File: src/rtl/secure_serdes_pkg.sv
// Shared types and defaults for the secure SERDES session controller.
package secure_serdes_pkg;

  typedef enum logic [1:0] {
    ST_IDLE,
    ST_ISSUE,
    ST_WAIT,
    ST_EMIT
  } state_e;

  localparam int DEF_BITS    = 8;
  localparam int DEF_TIMEOUT = 15;
  // TIMEOUT overrides must stay below 2**TIMER_W.
  localparam int TIMER_W     = 8;

endpackage

File: src/rtl/serdes_bit_shifter.sv
// Operand register pair: parallel load on accept, shift right by one per finished bit.
module serdes_bit_shifter
  import secure_serdes_pkg::*;
#(
  parameter int BITS = DEF_BITS
) (
  input  logic            clk,
  input  logic            rst,
  input  logic            load_i,
  input  logic            shift_i,
  input  logic [BITS-1:0] a_i,
  input  logic [BITS-1:0] b_i,
  output logic            a_lsb_o,
  output logic            b_lsb_o
);

  logic [BITS-1:0] a_q;
  logic [BITS-1:0] b_q;

  always_ff @(posedge clk or posedge rst) begin
    if (rst) begin
      a_q <= '0;
      b_q <= '0;
    end else if (load_i) begin
      a_q <= a_i;
      b_q <= b_i;
    end else if (shift_i) begin
      a_q <= a_q >> 1;
      b_q <= b_q >> 1;
    end
  end

  assign a_lsb_o = a_q[0];
  assign b_lsb_o = b_q[0];

endmodule

File: src/rtl/secure_serdes_session_ctrl.sv
// Serializes operand pairs bit by bit through an external encryptor core and reassembles the cipher word.
// Optional out_parity output when SERDES_PARITY_EN is defined.
//
// state    | meaning
// ---------+------------------------------------------------------------
// ST_IDLE  | ready for operands; key writes accepted here only
// ST_ISSUE | one-cycle core_start for the current bit
// ST_WAIT  | hold operand bits, wait for core_done or timeout
// ST_EMIT  | cipher word presented until consumer handshake
module secure_serdes_session_ctrl
  import secure_serdes_pkg::*;
#(
  parameter int BITS    = DEF_BITS,
  parameter int TIMEOUT = DEF_TIMEOUT
) (
  input  logic            clk,
  input  logic            rst,
  input  logic            in_valid,
  output logic            in_ready,
  input  logic [BITS-1:0] in_a,
  input  logic [BITS-1:0] in_b,
  input  logic            key_wr,
  input  logic [BITS-1:0] key_in,
  output logic [BITS-1:0] key_out,
  output logic            core_start,
  output logic            core_a_bit,
  output logic            core_b_bit,
  input  logic            core_cipher,
  input  logic            core_done,
  output logic            out_valid,
  input  logic            out_ready,
  output logic [BITS-1:0] out_data,
  output logic            busy,
  output logic            err_timeout
`ifdef SERDES_PARITY_EN
  ,
  output logic            out_parity
`endif
);

  localparam int CNT_W = (BITS > 1) ? $clog2(BITS) : 1;

  state_e               state_q;
  logic [BITS-1:0]      key_q;
  logic [BITS-1:0]      acc_q;
  logic [BITS-1:0]      out_data_q;
  logic [CNT_W-1:0]     cnt_q;
  logic [TIMER_W-1:0]   timer_q;
  logic                 in_ready_q;
  logic                 core_start_q;
  logic                 out_valid_q;
  logic                 busy_q;
  logic                 err_q;
  logic [BITS-1:0]      word_d;
  logic                 accept;
  logic                 last_bit;
`ifdef SERDES_PARITY_EN
  logic                 parity_q;
`endif

  assign accept   = (state_q == ST_IDLE) && in_valid && in_ready_q;
  assign last_bit = (cnt_q == CNT_W'(BITS - 1));

  always_comb begin
    word_d        = acc_q;
    word_d[cnt_q] = core_cipher;
  end

  serdes_bit_shifter #(.BITS(BITS)) u_shifter (
    .clk     (clk),
    .rst     (rst),
    .load_i  (accept),
    .shift_i ((state_q == ST_WAIT) && core_done && !last_bit),
    .a_i     (in_a),
    .b_i     (in_b),
    .a_lsb_o (core_a_bit),
    .b_lsb_o (core_b_bit)
  );

  always_ff @(posedge clk or posedge rst) begin
    if (rst) begin
      state_q      <= ST_IDLE;
      key_q        <= '0;
      acc_q        <= '0;
      out_data_q   <= '0;
      cnt_q        <= '0;
      timer_q      <= '0;
      in_ready_q   <= 1'b0;
      core_start_q <= 1'b0;
      out_valid_q  <= 1'b0;
      busy_q       <= 1'b0;
      err_q        <= 1'b0;
`ifdef SERDES_PARITY_EN
      parity_q     <= 1'b0;
`endif
    end else begin
      core_start_q <= 1'b0;
      err_q        <= 1'b0;
      case (state_q)
        ST_IDLE: begin
          in_ready_q <= 1'b1;
          if (key_wr) key_q <= key_in;
          if (accept) begin
            cnt_q        <= '0;
            in_ready_q   <= 1'b0;
            busy_q       <= 1'b1;
            core_start_q <= 1'b1;
            state_q      <= ST_ISSUE;
          end
        end
        ST_ISSUE: begin
          // the start-pulse cycle counts as the first timer cycle
          timer_q <= TIMER_W'(1);
          state_q <= ST_WAIT;
        end
        ST_WAIT: begin
          if (core_done) begin
            acc_q[cnt_q] <= core_cipher;
            if (last_bit) begin
              out_data_q  <= word_d;
`ifdef SERDES_PARITY_EN
              parity_q    <= ^word_d;
`endif
              out_valid_q <= 1'b1;
              state_q     <= ST_EMIT;
            end else begin
              cnt_q        <= cnt_q + 1'b1;
              core_start_q <= 1'b1;
              state_q      <= ST_ISSUE;
            end
          end else if (timer_q == TIMER_W'(TIMEOUT)) begin
            err_q      <= 1'b1;
            busy_q     <= 1'b0;
            in_ready_q <= 1'b1;
            state_q    <= ST_IDLE;
          end else begin
            timer_q <= timer_q + 1'b1;
          end
        end
        ST_EMIT: begin
          if (out_ready) begin
            out_valid_q <= 1'b0;
            busy_q      <= 1'b0;
            in_ready_q  <= 1'b1;
            state_q     <= ST_IDLE;
          end
        end
        default: state_q <= ST_IDLE;
      endcase
    end
  end

  assign in_ready    = in_ready_q;
  assign key_out     = key_q;
  assign core_start  = core_start_q;
  assign out_valid   = out_valid_q;
  assign out_data    = out_data_q;
  assign busy        = busy_q;
  assign err_timeout = err_q;
`ifdef SERDES_PARITY_EN
  assign out_parity  = parity_q;
`endif

endmodule

File: config.mk
export PLATFORM = sky130hd
export DESIGN_NAME = secure_serdes_session_ctrl
export DESIGN_NICKNAME = d
export VERILOG_FILES = /design/src/rtl/secure_serdes_pkg.sv /design/src/rtl/serdes_bit_shifter.sv /design/src/rtl/secure_serdes_session_ctrl.sv
export SDC_FILE = /design/constraint.sdc
export NUM_CORES = 1
export LEC_CHECK = 0
export BUFFER_PORTS_ARGS = -buffer_cell sky130_fd_sc_hd__buf_2
export CAP_MARGIN = 20
export CORE_ASPECT_RATIO = 1.4
export CORE_UTILIZATION = 59
export DETAILED_ROUTE_END_ITERATION = 8
export GPL_TIMING_DRIVEN = 0
export PLACE_DENSITY_LB_ADDON = 0.15
export RECOVER_POWER = 25
export SYNTH_ARGS = -nofsm -noshare
export SYNTH_HDL_FRONTEND = slang
export SYNTH_HIERARCHICAL = 1
export SYNTH_SLANG_ARGS = --single-unit
File: constraint.sdc
create_clock -name clk -period 6.49 [get_ports clk]
set_clock_uncertainty 0.1 [all_clocks]
set_input_delay 0 -clock clk [delete_from_list [all_inputs] [get_ports clk]]
set_output_delay 0 -clock clk [all_outputs]
set_load 0.005 [all_outputs]
==> run metrics <==
Worst Max-Slew Pin Slew=0.857 ns; nets=386; core area=4500 sq um; Final Wtd Congestion=0.869; syn avg cell area=10.6 sq um; routed vias/inst=5.50; TritonCTS clock tree=done; Final period util=0.385; Syn Inst Count=260; n_diodes=0; Tmin final=2.50 ns; Seq/Total Area, Yosys=0.526; PortBufs=53; total global-route track usage=0.271; Num CTS Buffers=9; Async SR Flop Fraction=1.00; CTS sink cnt=58; RSZ-0062 raised after global routing=no; Critical Path Fanout Max=10; drt total wl=6180 um; Slew headroom=0.428; DRC=0; Worst Path Required=6.60 ns; dominant synthesized flop cell=dfrtp_1; EDFF count, synth=0; maximum clock insertion buffer count=2; final setup vio count=0; final hold vios=0; status=finished, final reports clean; Resize count post-CTS=0; PD cells=374 nW/um^2; GRT Residual Overflow=0; cell area after synthesis=2760 sq um; final instance area=3560 sq um; Max stage delay cell, worst path=nor4bb_1; via count=2294; setup TNS=0 ns; vias in the first global route=2301; Post-DRT Antenna Nets=0; io pins=54; synth unique cells=40; critical path cell sequence=ha_1 > ha_1 > nor4bb_1 > buf_6 > buf_12 > mux2i_1 > o21ai_1; max-cap violations=0; row cnt=29; clock root cell=clkbuf_8; Critical Path Max Stage Delay=0.69 ns; width of the chip=59.8 um; chip height=82.9 um; worst min path class=in -> reg; Seq cells post-synth=58; fmax=0.401 GHz; Mapped Nets=294; WS Path Type=reg -> reg; most common cell after layout, fill and taps aside=dfrtp_1; Crit path top cell by count=ha_1; Post-Place Cell Area=3100 sq um; Critical Path End Type=flop; warnings from Yosys=6; initial DRC count=85; most frequent cells in the layout=dfrtp_1 (58), buf_2 (48), nand2_1 (40), dlygate4sd3_1 (28), o21ai_0 (27); Synth-to-Final Area Change=29.2%; peak supply drop=0.284 mV; DIE AREA=4960 sq um; initial core utilization=0.613; H-tree depth=3; WP data arrival=2.60 ns; layout cells sized above 1=0.225; Worst-Skew Late Latency=0.33 ns; post-CTS setup repair buffer count=0; initial antenna violation count=0; Pre-antenna DRT Iters=4; placed wire-length estimate=3930 um; LEAKAGE=1.63 nW; largest net degree at the start of global routing=43; CTS Hold Buffers Added=28; Slew Viols, Final=0; clk slew on worst S/H paths=0.07 ns; Critical Path Source Type=flop; Avg WL per Cell=14.8 um; first-pass GRT wire length=10100 um
synth_stat cells (2+ instances only):
cell type	count	area, sq um
dfrtp_1	58	1450
a31oi_1	2	12.5
and2_1	2	12.5
and3b_1	3	26.3
buf_2	3	15.0
nand3_1	6	30.0
nand3b_1	5	37.5
a21oi_1	5	25.0
clkbuf_1	12	45.0
nand2_1	40	150
ha_1	3	37.5
or4_1	5	37.5
mux2i_1	26	260
nand4_1	3	18.8
o31ai_1	2	15.0
nand4b_1	2	17.5
inv_1	6	22.5
nand2b_1	3	18.8
nor2_1	3	11.3
o21ai_0	27	135
mux2_2	12	135
o21ai_1	8	40.0
nor3_1	4	20.0
nor3b_1	4	30.0
area by class of cell:
type                    count  area (sq um)
flip-flops and latches     58          1450
multi-input cells         179          1190
fillers                   312           937
repair buffers             81           536
clock buffers              11           151
plain buffers              17          91.3
well taps                  62          77.6
clock inverters             3          40.0
inverters                   6          22.5
metrics by stage:
step | cells | hold WS, ns | worst slack, ns | total power, mW | util
floorplan | 260 | -0.186 | 4.31 | 0.856 | -
global placement | 375 | -0.00410 | 4.04 | 0.973 | 0.689
detailed placement | 375 | 0.0174 | 4.00 | 0.995 | 0.689
CTS | 417 | 0.0948 | 4.00 | 1.34 | 0.794
global route | 417 | 0.131 | 3.77 | 1.42 | 0.792
finish | 417 | 0.114 | 3.99 | 1.33 | 0.792
sequential cells by signal (all words and copies together) (netlist names), 2 cells and up:
| name | cells |
|---|---|
| acc_q | 8 |
| key_out | 8 |
| out_data | 8 |
| timer_q | 8 |
| u_shifter/a_q | 8 |
| u_shifter/b_q | 8 |
| cnt_q | 3 |
| state_q | 2 |
power breakdown:
group          switching [mW]  internal [mW]
clock network           0.133          0.193
logic                   0.238          0.211
registers              0.0789          0.480
final timing paths:
| path | start | endpoint | slack, ns | depth (start not counted) |
|---|---|---|---|---|
| max | cnt_q[0]$_DFFE_PP0P_ | u_shifter/a_q[1]$_DFFE_PP0P_ | 3.99 | 7 |
| min | core_done | timer_q[6]$_DFFE_PP0P_ | 0.11 | 4 |
| max reg2reg | cnt_q[0]$_DFFE_PP0P_ | u_shifter/a_q[1]$_DFFE_PP0P_ | 3.99 | 7 |
| min reg2reg | out_data[6]$_DFFE_PP0P_ | out_data[6]$_DFFE_PP0P_ | 0.37 | 2 |
| max in group asynchronous | rst | cnt_q[0]$_DFFE_PP0P_ | 5.45 | 3 |
| min in group asynchronous | rst | u_shifter/a_q[0]$_DFFE_PP0P_ | 0.19 | 3 |
critical path: cells and delay by family (launching register included):
family / cells / cell delay (ns)
adders and majority gates: 2 / 0.47
DFF: 1 / 0.44
and+or+nand+nor: 1 / 0.69
buffers and inverters: 2 / 0.39
AOI/OAI and AO/OA: 1 / 0.07
muxes: 1 / 0.22
logic make-up after synthesis:
logic type / share of synthesized area
simple gates: 0.175
flops: 0.526
compound gates: 0.101
mux: 0.143
buf+inv: 0.0413
fa+ha+maj: 0.0136
metal layers:
layer  track usage  up-vias  wire length [um]
met5             0        -                 0
met4         0.106        0               127
met3        0.0607       12               203
met2         0.466       48              3380
met1         0.316     1127              2470
li1              -     1107                 -
(Power assumes the default switching activity.)
